==> src/rtl/ifetch_unit_pkg.sv <==
// ifetch_unit_pkg: shared widths, fetch states and queue entry type for the instruction fetch slice.
// Revision 1.0
`default_nettype none

package ifetch_unit_pkg;

  localparam int MSB = 31;
  localparam int LSB = 0;
  localparam int unsigned INSTR_BYTES = 4;

  typedef enum logic {
    RUN  = 1'b0,
    HALT = 1'b1
  } fetch_state_t;

  typedef struct packed {
    logic [MSB:LSB] pc;
    logic [MSB:LSB] instr;
  } fetch_entry_t;

endpackage

`default_nettype wire

==> src/rtl/fetch_queue.sv <==
// fetch_queue: 2-entry FIFO of {pc, instr}; slot 0 is always the head so rdata holds when empty.
// Revision 1.0
`default_nettype none

module fetch_queue
  import ifetch_unit_pkg::*;
(
  input  logic         clk,
  input  logic         rst,
  input  logic         push,
  input  logic         pop,
  input  logic         flush,
  input  fetch_entry_t wdata,
  output fetch_entry_t rdata,
  output logic [1:0]   count,
  output logic         empty,
  output logic         full
);

  fetch_entry_t r_head;
  fetch_entry_t r_tail;
  logic [1:0]   r_count;
  logic         w_do_pop;
  logic         w_do_push;

  assign w_do_pop  = pop & (r_count != 2'd0);
  assign w_do_push = push & ((r_count != 2'd2) | w_do_pop);

  // Flushing only clears the count, so the head slot keeps presenting the last entry.
  always_ff @(posedge clk or posedge rst) begin
    if (rst) begin
      r_head  <= '0;
      r_tail  <= '0;
      r_count <= 2'd0;
    end else if (flush) begin
      r_count <= 2'd0;
    end else if (w_do_pop && w_do_push) begin
      if (r_count == 2'd2) begin
        r_head <= r_tail;
        r_tail <= wdata;
      end else begin
        r_head <= wdata;
      end
    end else if (w_do_pop) begin
      if (r_count == 2'd2) begin
        r_head <= r_tail;
      end
      r_count <= r_count - 2'd1;
    end else if (w_do_push) begin
      if (r_count == 2'd0) begin
        r_head <= wdata;
      end else begin
        r_tail <= wdata;
      end
      r_count <= r_count + 2'd1;
    end
  end

  assign rdata = r_head;
  assign count = r_count;
  assign empty = (r_count == 2'd0);
  assign full  = (r_count == 2'd2);

endmodule

`default_nettype wire

==> src/rtl/ifetch_unit.sv <==
// ifetch_unit: PC sequencing against a combinational imem, redirect handling and misalignment trap.
// Revision 1.0
`default_nettype none

module ifetch_unit
  import ifetch_unit_pkg::*;
#(
  parameter logic [MSB:LSB] RESET_PC = 32'h0000_0000,
  parameter int             QDEPTH   = 2
) (
  input  logic           clk,
  input  logic           rst,
  output logic [MSB:LSB] iaddr,
  input  logic [MSB:LSB] idata,
  input  logic           redirect_valid,
  input  logic [MSB:LSB] redirect_pc,
  output logic           if_valid,
  input  logic           if_ready,
  output logic [MSB:LSB] if_instr,
  output logic [MSB:LSB] if_pc,
  output logic           misalign_err
);

  if (RESET_PC[1:0] != 2'b00) begin : g_bad_reset_pc
    $error("ifetch_unit: RESET_PC must be word aligned");
  end

  if (QDEPTH != 2) begin : g_bad_qdepth
    $error("ifetch_unit: only QDEPTH = 2 is supported");
  end

  fetch_state_t   r_state;
  logic [MSB:LSB] r_fetch_pc;
  logic           r_misalign_err;

  fetch_entry_t   w_wdata;
  fetch_entry_t   w_rdata;
  logic [1:0]     w_count;
  logic           w_empty;
  logic           unused_full;
  logic           w_run;
  logic           w_redirect;
  logic           w_pop;
  logic           w_push;
  logic           w_flush;

  assign w_run      = (r_state == RUN);
  assign w_redirect = w_run & redirect_valid;
  assign w_pop      = if_valid & if_ready;
  assign w_push     = w_run & ~redirect_valid & ((w_count < 2'(QDEPTH)) | w_pop);
  assign w_flush    = w_redirect;

  assign w_wdata.pc    = r_fetch_pc;
  assign w_wdata.instr = idata;

  // Misaligned targets halt with fetch_pc frozen; only reset leaves HALT.
  always_ff @(posedge clk or posedge rst) begin
    if (rst) begin
      r_state        <= RUN;
      r_fetch_pc     <= RESET_PC;
      r_misalign_err <= 1'b0;
    end else if (w_redirect) begin
      if (redirect_pc[1:0] == 2'b00) begin
        r_fetch_pc <= redirect_pc;
      end else begin
        r_misalign_err <= 1'b1;
        r_state        <= HALT;
      end
    end else if (w_push) begin
      r_fetch_pc <= r_fetch_pc + (MSB - LSB + 1)'(INSTR_BYTES);
    end
  end

  fetch_queue u_fetch_queue (
    .clk   (clk),
    .rst   (rst),
    .push  (w_push),
    .pop   (w_pop),
    .flush (w_flush),
    .wdata (w_wdata),
    .rdata (w_rdata),
    .count (w_count),
    .empty (w_empty),
    .full  (unused_full)
  );

  assign iaddr        = r_fetch_pc;
  assign if_valid     = ~w_empty;
  assign if_pc        = w_rdata.pc;
  assign if_instr     = w_rdata.instr;
  assign misalign_err = r_misalign_err;

endmodule

`default_nettype wire

==> config.mk <==
export PLATFORM = sky130hd
export DESIGN_NAME = ifetch_unit
export DESIGN_NICKNAME = d
export VERILOG_FILES = /design/src/rtl/ifetch_unit_pkg.sv /design/src/rtl/fetch_queue.sv /design/src/rtl/ifetch_unit.sv
export SDC_FILE = /design/constraint.sdc
export NUM_CORES = 1
export LEC_CHECK = 0
export CORE_ASPECT_RATIO = 0.7
export CORE_UTILIZATION = 51
export CTS_CLUSTER_DIAMETER = 200
export DETAILED_ROUTE_END_ITERATION = 7
export PLACE_DENSITY = 0.9
export SETUP_SLACK_MARGIN = 0.3
export SYNTH_ARGS = -nofsm -noshare
export SYNTH_HDL_FRONTEND = slang
export SYNTH_SLANG_ARGS = --single-unit
==> constraint.sdc <==
create_clock -name clk -period 7.1 [get_ports clk]
set_clock_uncertainty 0.05 [all_clocks]
set_input_delay 1.42 -clock clk [delete_from_list [all_inputs] [get_ports clk]]
set_output_delay 1.42 -clock clk [all_outputs]
set_load 0.02 [all_outputs]
==> results by group, run 1 <==
Global route
  • Total track usage: 0.250
  • GRT overflow: 0
  • Vias in the first global route: 5662
  • First-pass GRT wire length: 29300 um
  • Antenna violations before repair: 0
  • Largest net degree at the start of global routing: 113

Routing
  • Drt first-iter violations: 402
  • Vias: 5912
  • Post-DRT Antenna Nets: 0
  • Vias per cell: about 5.7
  • 1st-pass router iterations: 5
  • Drt total wl: 18400 um
  • WL/cell: about 18 um
  • Drt drc: 0

Timing
  • Final TNS setup: 0 ns
  • Slew @ Worst Pin: 1.03 ns
  • Slew HR: 0.312
  • Fmax: 263 MHz
  • RSZ-0062 raised after global routing: false
  • Period utilisation layout: 0.535
  • Slew Viols, Final: 0
  • Fin crit period: 3.80 ns
  • Hold Slack: between 0.4 and 0.5 ns
  • Final setup fails: 0
  • Final hold vios: 0

Run
  • Max Cap Violations: 0

Power
  • Switching share of total power: 0.299
  • Internal cell power: 0.00182 W
  • PwrDens: ~260 mW/mm2
  • Flop pwr share: 0.447
  • Leakage Power: just over 4 nW
  • Logic pwr share: 0.210
  • Sw Pwr: 0.000776 W
  • VDD IR-drop max: 176 uV
  • Clock power share: 0.343

Cells and area
  • Layout cells sized above 1: 0.136
  • N_diodes: 0
  • Filler cell count: 1074
  • Area Growth Syn to Fin: 31.1%
  • Nets: 901

Floorplan
  • Total die area: 0.0152 mm2
  • Core outline area: 0.0141 mm2
  • Die Span X: 147 um
  • Die height: approximately 100 um
  • Initial core utilization: 0.531
  • Num ports: between 150 and 200
  • Num rows: 36

Setup path
  • Slowest stage cell on the critical path: buf_4
  • Critical Path Start Type: primary input
  • Critical path class: in -> reg
  • Crit path cell chain: clkdlybuf4s50_1, nor2_1, a22oi_2, buf_4, o21ai_0
  • Crit path DAT: between 3 and 4 ns
  • Flop2flop setup slack: roughly 4.3 ns
  • Crit Path Max Fanout: 112
  • CP endpoint kind: flop
  • Worst EP required: 7.29 ns
  • Delay of the slowest critical-path stage: around 0.81 ns
  • Reg2reg end: u_fetch_queue.rdata[15]
  • Cells on worst reg2reg path: 4
  • RR Startpoint: misalign_err

Yosys
  • Area leader, netlist: dfrtp_1
  • Ys flop type: dfrtp_1
  • Synthesized area: roughly 0.0075 mm2
  • Post-synth ARST share: 1.00
  • Sequential element share of the synthesized area: 0.545
  • Netlist cell types: 52
  • Top cells by area, synth: dfrtp_1 (55%), mux2_2 (9.2%), mux2i_1 (8.6%)
  • Syn. warnings: 0
  • Post-Synthesis Cells: 690
  • Syn_nets: between 700 and 800
  • Avg Inst Size Synth: ~11 um2
  • Top-count cell post-synth: dfrtp_1
  • EDFF count, synth: 0
  • FF+latch count, synth: approximately 160
  • Top cell type's share of synthesized area: 0.545
  • Most frequent cells after synthesis: dfrtp_1 (163), nand2_1 (92), o21ai_0 (85)

CTS
  • CTS Root Cell: clkbuf_16
  • CTS tree: built
  • Buffer levels on the longest clock path: 2
  • Hold Buf Count CTS: 0
  • Clk slew on worst S/H paths: approximately 0.07 ns
  • TritonCTS Buffers: 17
  • Setup bufs post-CTS: 0
  • PostCTS Resize Cnt: 0
  • CTS H-tree depth: 4
  • Worst skew pair latency: between 0.4 and 0.5 ns
  • Num Clock Sinks: 163

Worst hold path
  • Hold EP: u_fetch_queue.rdata[40]
  • Worst Hold Launch: u_fetch_queue.rdata[40]
  • Min-Delay Path Class: reg -> reg
  • Worst Hold Depth: 2

Place
  • Global placer's final weighted congestion: between 0.9 and 1
  • Post-DP HPWL: between 10000 and 15000 um
  • Port bufs: 165

Run status
  • Status: complete, no violations
-- stage by stage --
stage / setup slack [ns] / area, um2 / utilization / std cells / power, W
finish: 3.30 / 9800 / 0.695 / 1035 / 0.00260
global route: 3.06 / 9800 / 0.695 / 1035 / 0.00271
CTS: 3.34 / 9800 / 0.695 / 1035 / 0.00262
detailed placement: 2.90 / 9230 / 0.655 / 1003 / 0.00172
global placement: 3.04 / 9230 / 0.655 / 1003 / 0.00170
floorplan: 1.23 / 7480 / - / 690 / 0.00141
-- worst max path at each step --
stage,startpoint,end,slack (ns),depth (start not counted)
floorplan,rst,iaddr[0],1.23,1
global placement,redirect_valid,u_fetch_queue.rdata[35],3.04,5
detailed placement,redirect_valid,u_fetch_queue.rdata[30],2.90,5
CTS,redirect_valid,u_fetch_queue.rdata[30],3.34,5
global route,redirect_valid,u_fetch_queue.rdata[63],3.06,5
finish,redirect_valid,u_fetch_queue.rdata[15],3.30,5
-- flip-flops by register name (all words and copies together) (netlist names) --
signal and flops:
iaddr 32, misalign_err 1, u_fetch_queue.count 2, u_fetch_queue.r_tail 64, u_fetch_queue.rdata 64
-- power by group through the flow --
stage,Clock (W),Sequential [W],Combinational (W)
2_1_floorplan,0,0.00127,0.000144
3_5_place_dp,0,0.00118,0.000548
3_3_place_gp,0,0.00117,0.000535
6_report,0.000890,0.00116,0.000546
5_1_grt,0.000944,0.00118,0.000591
4_1_cts,0.000906,0.00116,0.000552
-- kinds of logic (layout without fill, tap and decap cells) --
group	after synthesis	count (layout)	share of synthesized area
adders and majority gates	1	1	0.00167
AOI/OAI and AO/OA	163	163	0.127
DFF	163	163	0.545
muxes	125	125	0.177
and+or+nand+nor	183	183	0.115
buffers and inverters	55	210	0.0331
-- worst max-delay path: cells and delay by family --
family	cells	cell delay, ns
buf+inv	2	1.39
simple gates	1	0.18
compound gates	2	0.84
-- layout make-up --
class	instances	area [um2]	share of cell area
timing repair buffer	172	1700	0.174
sequential	163	4080	0.416
clock buffer	18	429	0.0438
multi-input combinational	472	3180	0.325
inverter	6	27.5	0.00281
tap	190	238	0.0242
clock inverter	14	143	0.0145
-- layout by cell type, fill, tap and decap left out, types with 2 or more instances in the layout --
master	Yosys	final
mux2_2	61	61
o41ai_1	3	3
nor2_1	21	21
o22a_1	2	2
o21bai_1	4	4
nor2b_1	3	3
a311oi_1	5	5
clkbuf_16	0	17
buf_4	1	7
clkdlybuf4s50_1	0	165
nand2b_1	2	2
o21ai_0	85	85
or2_2	2	2
and4_1	2	2
nor3_2	2	2
inv_6	0	7
dfrtp_1	163	163
clkinv_4	0	2
mux2i_1	64	64
a21oi_1	27	26
and2_1	6	6
inv_8	0	2
o22ai_1	9	9
nor3_1	12	12
or3_4	2	2
clkinvlp_4	0	2
nand4_1	5	5
nor4_1	2	2
inv_1	5	4
nand3_1	20	20
and3_1	5	5
nand2_1	92	92
o21ai_1	5	3
a2bb2oi_1	4	4
a31oi_1	3	3
a211oi_1	2	2
a22o_1	3	3
o21a_1	2	2
-- routing by layer --
layer  wire length (um)  global-route usage
met4                157              0.0625
met5                  0                   0
met3               1530              0.0632
met2               8490               0.404
met1               8250               0.343
No activity file was read; power rests on OpenSTA's default activity.
==> inputs of run 2 (changes only) <==
--- a/config.mk
+++ b/config.mk
@@ -6,10 +6,10 @@
 export NUM_CORES = 1
 export LEC_CHECK = 0
 export CORE_ASPECT_RATIO = 0.7
-export CORE_UTILIZATION = 51
+export CORE_UTILIZATION = 46
 export CTS_CLUSTER_DIAMETER = 200
 export DETAILED_ROUTE_END_ITERATION = 7
-export PLACE_DENSITY = 0.9
+export PLACE_DENSITY = 0.86
 export SETUP_SLACK_MARGIN = 0.3
 export SYNTH_ARGS = -nofsm -noshare
 export SYNTH_HDL_FRONTEND = slang
==> constraint.sdc (replaced) <==
create_clock -name clk -period 3.05 [get_ports clk]
set_clock_uncertainty 0.05 [all_clocks]
set_input_delay 0.61 -clock clk [delete_from_list [all_inputs] [get_ports clk]]
set_output_delay 0.61 -clock clk [all_outputs]
set_load 0.02 [all_outputs]
==> run 2 against run 1 <==
  * Hold slack got worse by 0.0024 ns
  * Clock-buffer cell count decreased by 1
  * Wire length increased by 0.93%
  * Clock power increased to 2.5 times the previous value
  * Sequential power increased by 130%
  * Utilization decreased by 5.7 points
  * Final cell count increased by 2.1%
  * Critical path depth decreased by 3
  * Non-clock buffer count increased by 11
  * Die area increased by 11%
  * Via count increased by 0.63%
  * Total power increased by 140%
  * Critical path type is now reg -> out
  * Largest cell class unchanged
  * Largest power group unchanged
==> results by group, run 2 (synthesis gave the netlist of run 1 again) <==
Worst hold path
  • Hold EP: u_fetch_queue.rdata[20]
  • Min-Delay Path Class: reg -> reg
  • Worst Hold Launch: u_fetch_queue.rdata[20]
  • Worst Hold Depth: 2

Setup path
  • RR Startpoint: iaddr[2]
  • Crit path DAT: 1.78 ns
  • Worst EP required: 2.39 ns
  • Flop2flop setup slack: just under 0.7 ns
  • Reg2reg end: iaddr[28]
  • Critical path class: reg -> out
  • CP endpoint kind: output port
  • Slowest stage cell on the critical path: clkdlybuf4s50_1
  • Critical Path Start Type: flop
  • Crit path cell chain: or2_2, clkdlybuf4s50_1
  • Cells on worst reg2reg path: 6
  • Delay of the slowest critical-path stage: 0.60 ns
  • Crit Path Max Fanout: 6

Routing
  • 1st-pass router iterations: 5
  • Post-DRT Antenna Nets: 0
  • WL/cell: 17.6 um
  • Vias per cell: approximately 5.6
  • Drt total wl: 18600 um
  • Drt first-iter violations: 624
  • Vias: 5949
  • Drt drc: 0

Floorplan
  • Die height: 109 um
  • Die Span X: roughly 150 um
  • Total die area: 0.0168 mm2
  • Num rows: 38
  • Initial core utilization: 0.477
  • Core outline area: 0.0157 mm2
  • Num ports: 166

Cells and area
  • Filler cell count: 1206
  • Commonest cells after routing, fill and taps aside: clkdlybuf4s50_1 (165), dfrtp_1 (163), nand2_1 (92)
  • Nets: 912
  • Most common cell after layout, fill and taps aside: clkdlybuf4s50_1
  • Post-route cell area: 0.0100 mm2
  • Layout cells sized above 1: 0.148
  • Area Growth Syn to Fin: 34.0%

Timing
  • Hold Slack: 0.427 ns
  • Slew Viols, Final: 0
  • Period utilisation layout: 0.801
  • Fmax: 409 MHz
  • Final hold vios: 0
  • Final setup fails: 0
  • Slew HR: 0.495
  • Final TNS setup: 0 ns
  • Slew @ Worst Pin: 0.755 ns
  • RSZ-0062 raised after global routing: false
  • Fin crit period: 2.44 ns

CTS
  • CTS Root Cell: clkbuf_16
  • Num Clock Sinks: about 160
  • TritonCTS Buffers: 17
  • Hold Buf Count CTS: 0
  • Clk slew on worst S/H paths: 0.06 ns
  • PostCTS Resize Cnt: 0
  • CTS tree: built
  • Worst skew pair latency: 0.42 ns
  • Setup bufs post-CTS: 0
  • CTS H-tree depth: 4
  • Buffer levels on the longest clock path: 2

Run status
  • Status: complete, no violations

Power
  • PwrDens: 621 mW/mm2
  • Leakage Power: 4.21 nW
  • VDD IR-drop max: 403 uV

Place
  • Post-DP HPWL: 12700 um
  • Port bufs: 165
  • Global placer's final weighted congestion: 0.874
  • Placed cell area: 0.00940 mm2

Global route
  • Total track usage: 0.237
  • First-pass GRT wire length: 30700 um
  • Vias in the first global route: 5711
  • Largest net degree at the start of global routing: 85
  • Met3 global-route usage: 0.0560
  • GRT overflow: 0
  • GR peak layer: met2
  • Met2 Track Usage GR: 0.356
  • Antenna violations before repair: 1
  • Met1 Use GR: 0.344

Run
  • Max Cap Violations: 0
-- run 2: final cells by class --
cell class                      count  area, um2  share of cell area
Clock inverter                     15        191              0.0191
Antenna cell                        1       2.50            0.000250
Sequential cell                   163       4080               0.407
Timing Repair Buffer              183       1860               0.186
Inverter                            6       26.3             0.00262
Multi-Input combinational cell    472       3180               0.318
Clock buffer                       17        425              0.0425
Tap cell                          200        250              0.0250
-- run 2: how the worst max path moves through the flow --
stage / startpoint / end / slack (ns)
6_report: u_fetch_queue.count[0] / if_valid / 0.61
5_1_grt: if_ready / u_fetch_queue.rdata[35] / 0.49
4_1_cts: u_fetch_queue.count[0] / if_valid / 0.60
3_5_place_dp: if_ready / u_fetch_queue.rdata[45] / 0.27
3_3_place_gp: redirect_valid / iaddr[7] / 0.28
2_1_floorplan: rst / iaddr[0] / 0.32
-- run 2: worst max-delay path, delay by kind of cell, from the launching register on --
family                 cells  cell delay (ns)
DFF                        1             0.45
and+or+nand+nor            1             0.33
buffers and inverters      1             0.60
-- run 2: per-layer routing --
| layer | up-vias | part of all wire |
|---|---|---|
| met5 | - | 0 |
| met4 | 0 | 0.0092 |
| met3 | 14 | 0.078 |
| met2 | 268 | 0.43 |
| met1 | 2883 | 0.48 |
| li1 | 2784 | - |
-- run 2: per-stage QoR --
stage | setup slack [ns] | total power, W | std cells | util
4_1_cts | 0.600 | 0.00627 | 1056 | 0.639
3_3_place_gp | 0.279 | 0.00398 | 1024 | 0.599
5_1_grt | 0.487 | 0.00651 | 1056 | 0.639
6_report | 0.607 | 0.00622 | 1057 | 0.639
3_5_place_dp | 0.274 | 0.00402 | 1024 | 0.599
2_1_floorplan | 0.319 | 0.00329 | 690 | -
-- run 2: power by group --
group / switching (W) / internal [W] / total (W) / leakage, nW
Clock: 0.000928 / 0.00131 / 0.00224 / 0.303
Sequential: 0.000248 / 0.00245 / 0.00270 / 2.11
Combinational: 0.000635 / 0.000645 / 0.00128 / 1.80
==> inputs of run 3 (changes only) <==
--- a/config.mk
+++ b/config.mk
@@ -6,10 +6,10 @@
 export NUM_CORES = 1
 export LEC_CHECK = 0
 export CORE_ASPECT_RATIO = 0.7
-export CORE_UTILIZATION = 46
+export CORE_UTILIZATION = 51
 export CTS_CLUSTER_DIAMETER = 200
 export DETAILED_ROUTE_END_ITERATION = 7
-export PLACE_DENSITY = 0.86
+export PLACE_DENSITY = 0.9
 export SETUP_SLACK_MARGIN = 0.3
 export SYNTH_ARGS = -nofsm -noshare
 export SYNTH_HDL_FRONTEND = slang
==> constraint.sdc (replaced) <==
create_clock -name clk -period 2.28 [get_ports clk]
set_clock_uncertainty 0.05 [all_clocks]
set_input_delay 0.456 -clock clk [delete_from_list [all_inputs] [get_ports clk]]
set_output_delay 0.456 -clock clk [all_outputs]
set_load 0.02 [all_outputs]
==> run 3 against run 2 <==
  * Utilization rose by 12 points
  * Sequential share of layout area fell by 2.3 points
  * Clock power up 33%
  * Combinational power rose by 49%
  * Flip-flop and latch count unchanged
  * Critical endpoint is now iaddr[31]
  * Largest cell class unchanged
==> results by group, run 3 (synthesis gave the netlist of run 1 again) <==
CTS
  • TritonCTS Buffers: 17
  • CTS Root Cell: clkbuf_16
  • Clk slew on worst S/H paths: 0.07 ns
  • Num Clock Sinks: 163
  • CTS tree: built
  • Buffer levels on the longest clock path: 2
  • CTS H-tree depth: 4
  • Worst skew pair latency: 0.43 ns

Cells and area
  • Commonest cells after routing, fill and taps aside: dfrtp_1 (159), clkdlybuf4s50_1 (129), nand2_1 (92)
  • Nets: 962
  • Post-route cell area: roughly 0.011 mm2
  • Most common cell after layout, fill and taps aside: dfrtp_1
  • Layout cells sized above 1: 0.214
  • Area Growth Syn to Fin: 42.3%
  • N_diodes: 0

Setup path
  • CP delay by family, top: simple AND/OR/NAND/NOR gates
  • Delay of the slowest critical-path stage: 0.43 ns
  • Critical path class: reg -> reg
  • Worst EP required: roughly 2.5 ns
  • CP endpoint kind: flop
  • Crit path cell chain: buf_6, nand3_4, or3_4, buf_4, nor3_4, nand3_2, a311o_1
  • Slowest stage cell on the critical path: dfrtp_1
  • WP buf/inv: 2
  • Crit path DAT: 2.38 ns
  • Crit Path Max Fanout: 4
  • Critical Path Start Type: flop

Timing
  • Final TNS setup: 0 ns
  • Fin crit period: about 2.1 ns
  • Hold Slack: a little over 0.3 ns
  • Period utilisation layout: 0.933
  • Fmax: between 400 and 500 MHz
  • RSZ-0062 raised after global routing: true
  • Slew Viols, Final: 0
  • Slew HR: 0.637
  • Final setup fails: 0
  • Slew @ Worst Pin: 0.543 ns
  • Final hold vios: 0
  • Final WS setup: 0.154 ns

Global route
  • Largest net degree at the start of global routing: 92
  • First-pass GRT wire length: between 30000 and 40000 um
  • GR peak layer: met2
  • Met3 global-route usage: 0.0561
  • Total track usage: 0.280
  • GRT overflow: 0
  • Antenna violations before repair: 0
  • Met2 Track Usage GR: 0.458
  • Met1 Use GR: 0.371
  • Vias in the first global route: between 6000 and 7000

Place
  • Setup Slack @ Placement: -0.168 ns
  • Global placer's final weighted congestion: 0.853
  • Port bufs: 165
  • Placed cell area: 0.00972 mm2
  • Post-DP HPWL: 13200 um

Routing
  • Vias: roughly 6500
  • WL/cell: 19.7 um
  • Drt total wl: between 20000 and 25000 um
  • Drt drc: 0
  • 1st-pass router iterations: 6
  • Vias per cell: 5.96
  • Drt first-iter violations: about 700
  • Post-DRT Antenna Nets: 0

Power
  • Leakage Power: ~4.6 nW
  • PwrDens: 796 mW/mm2
  • VDD IR-drop max: between 400 and 500 uV
  • Total power: 0.00847 W

Floorplan
  • Die Span X: 147 um
  • Die height: 103 um
  • Num rows: 36
  • Total die area: approximately 0.015 mm2
  • Num ports: 166
  • Initial core utilization: 0.531
  • Core outline area: 0.0141 mm2

Worst hold path
  • Min-Delay Path Class: in -> reg

Run status
  • Status: complete, no violations

Run
  • Max Cap Violations: 0
## run 3: through the flow
stage          instances  utilization
4_1_cts             1081        0.739
3_3_place_gp        1045        0.690
6_report            1096        0.755
5_1_grt             1096        0.755
2_1_floorplan        690            -
3_5_place_dp        1045        0.690
## run 3: metal layers
| layer | up-vias | routed length, um |
|---|---|---|
| li1 | 2888 | - |
| met1 | 3184 | 8910 |
| met2 | 382 | 10100 |
| met3 | 81 | 1930 |
| met4 | 0 | 638 |
| met5 | - | 0 |
## run 3: power breakdown
part           leakage [nW]  switching (W)  total [W]  internal, W
Combinational          2.25       0.000986    0.00191     0.000927
Clock                 0.299        0.00122    0.00299      0.00177
Sequential             2.10       0.000288    0.00357      0.00328
Total                  4.65        0.00249    0.00847      0.00598
## run 3: what timing repair did
item                       CTS  global route
hold buffers                 0             0
buffers inserted             2            13
cloned                       2             2
pin swaps                    1            15
setup endpoints to repair   50            49
gates resized for setup     45            24
## run 3: area by class of cell
type | count | area [um2]
clock buffers | 18 | 439
well taps | 190 | 238
repair buffers | 233 | 2400
multi-input cells | 472 | 3280
clock inverters | 14 | 175
flip-flops and latches | 163 | 4080
fillers | 946 | 3460
inverters | 6 | 26.3
## run 3: worst register-to-register path: cells and delay by family (launching register included)
kind,cells,cell delay [ns]
DFF,1,0.43
buffers and inverters,2,0.31
AOI/OAI and AO/OA,1,0.34
and+or+nand+nor,4,0.88
## run 3: worst paths after layout
path	startpoint	end	cells after the start	slack (ns)
min in group asynchronous	rst	u_fetch_queue.count[1]	3	0.49
hold reg to reg	u_fetch_queue.rdata[42]	u_fetch_queue.rdata[42]	2	0.43
setup reg to reg	iaddr[3]	iaddr[31]	7	0.15
setup / recovery	iaddr[3]	iaddr[31]	7	0.15
max in group asynchronous	rst	iaddr[4]	3	1.26
hold / removal	redirect_pc[1]	misalign_err	3	0.30
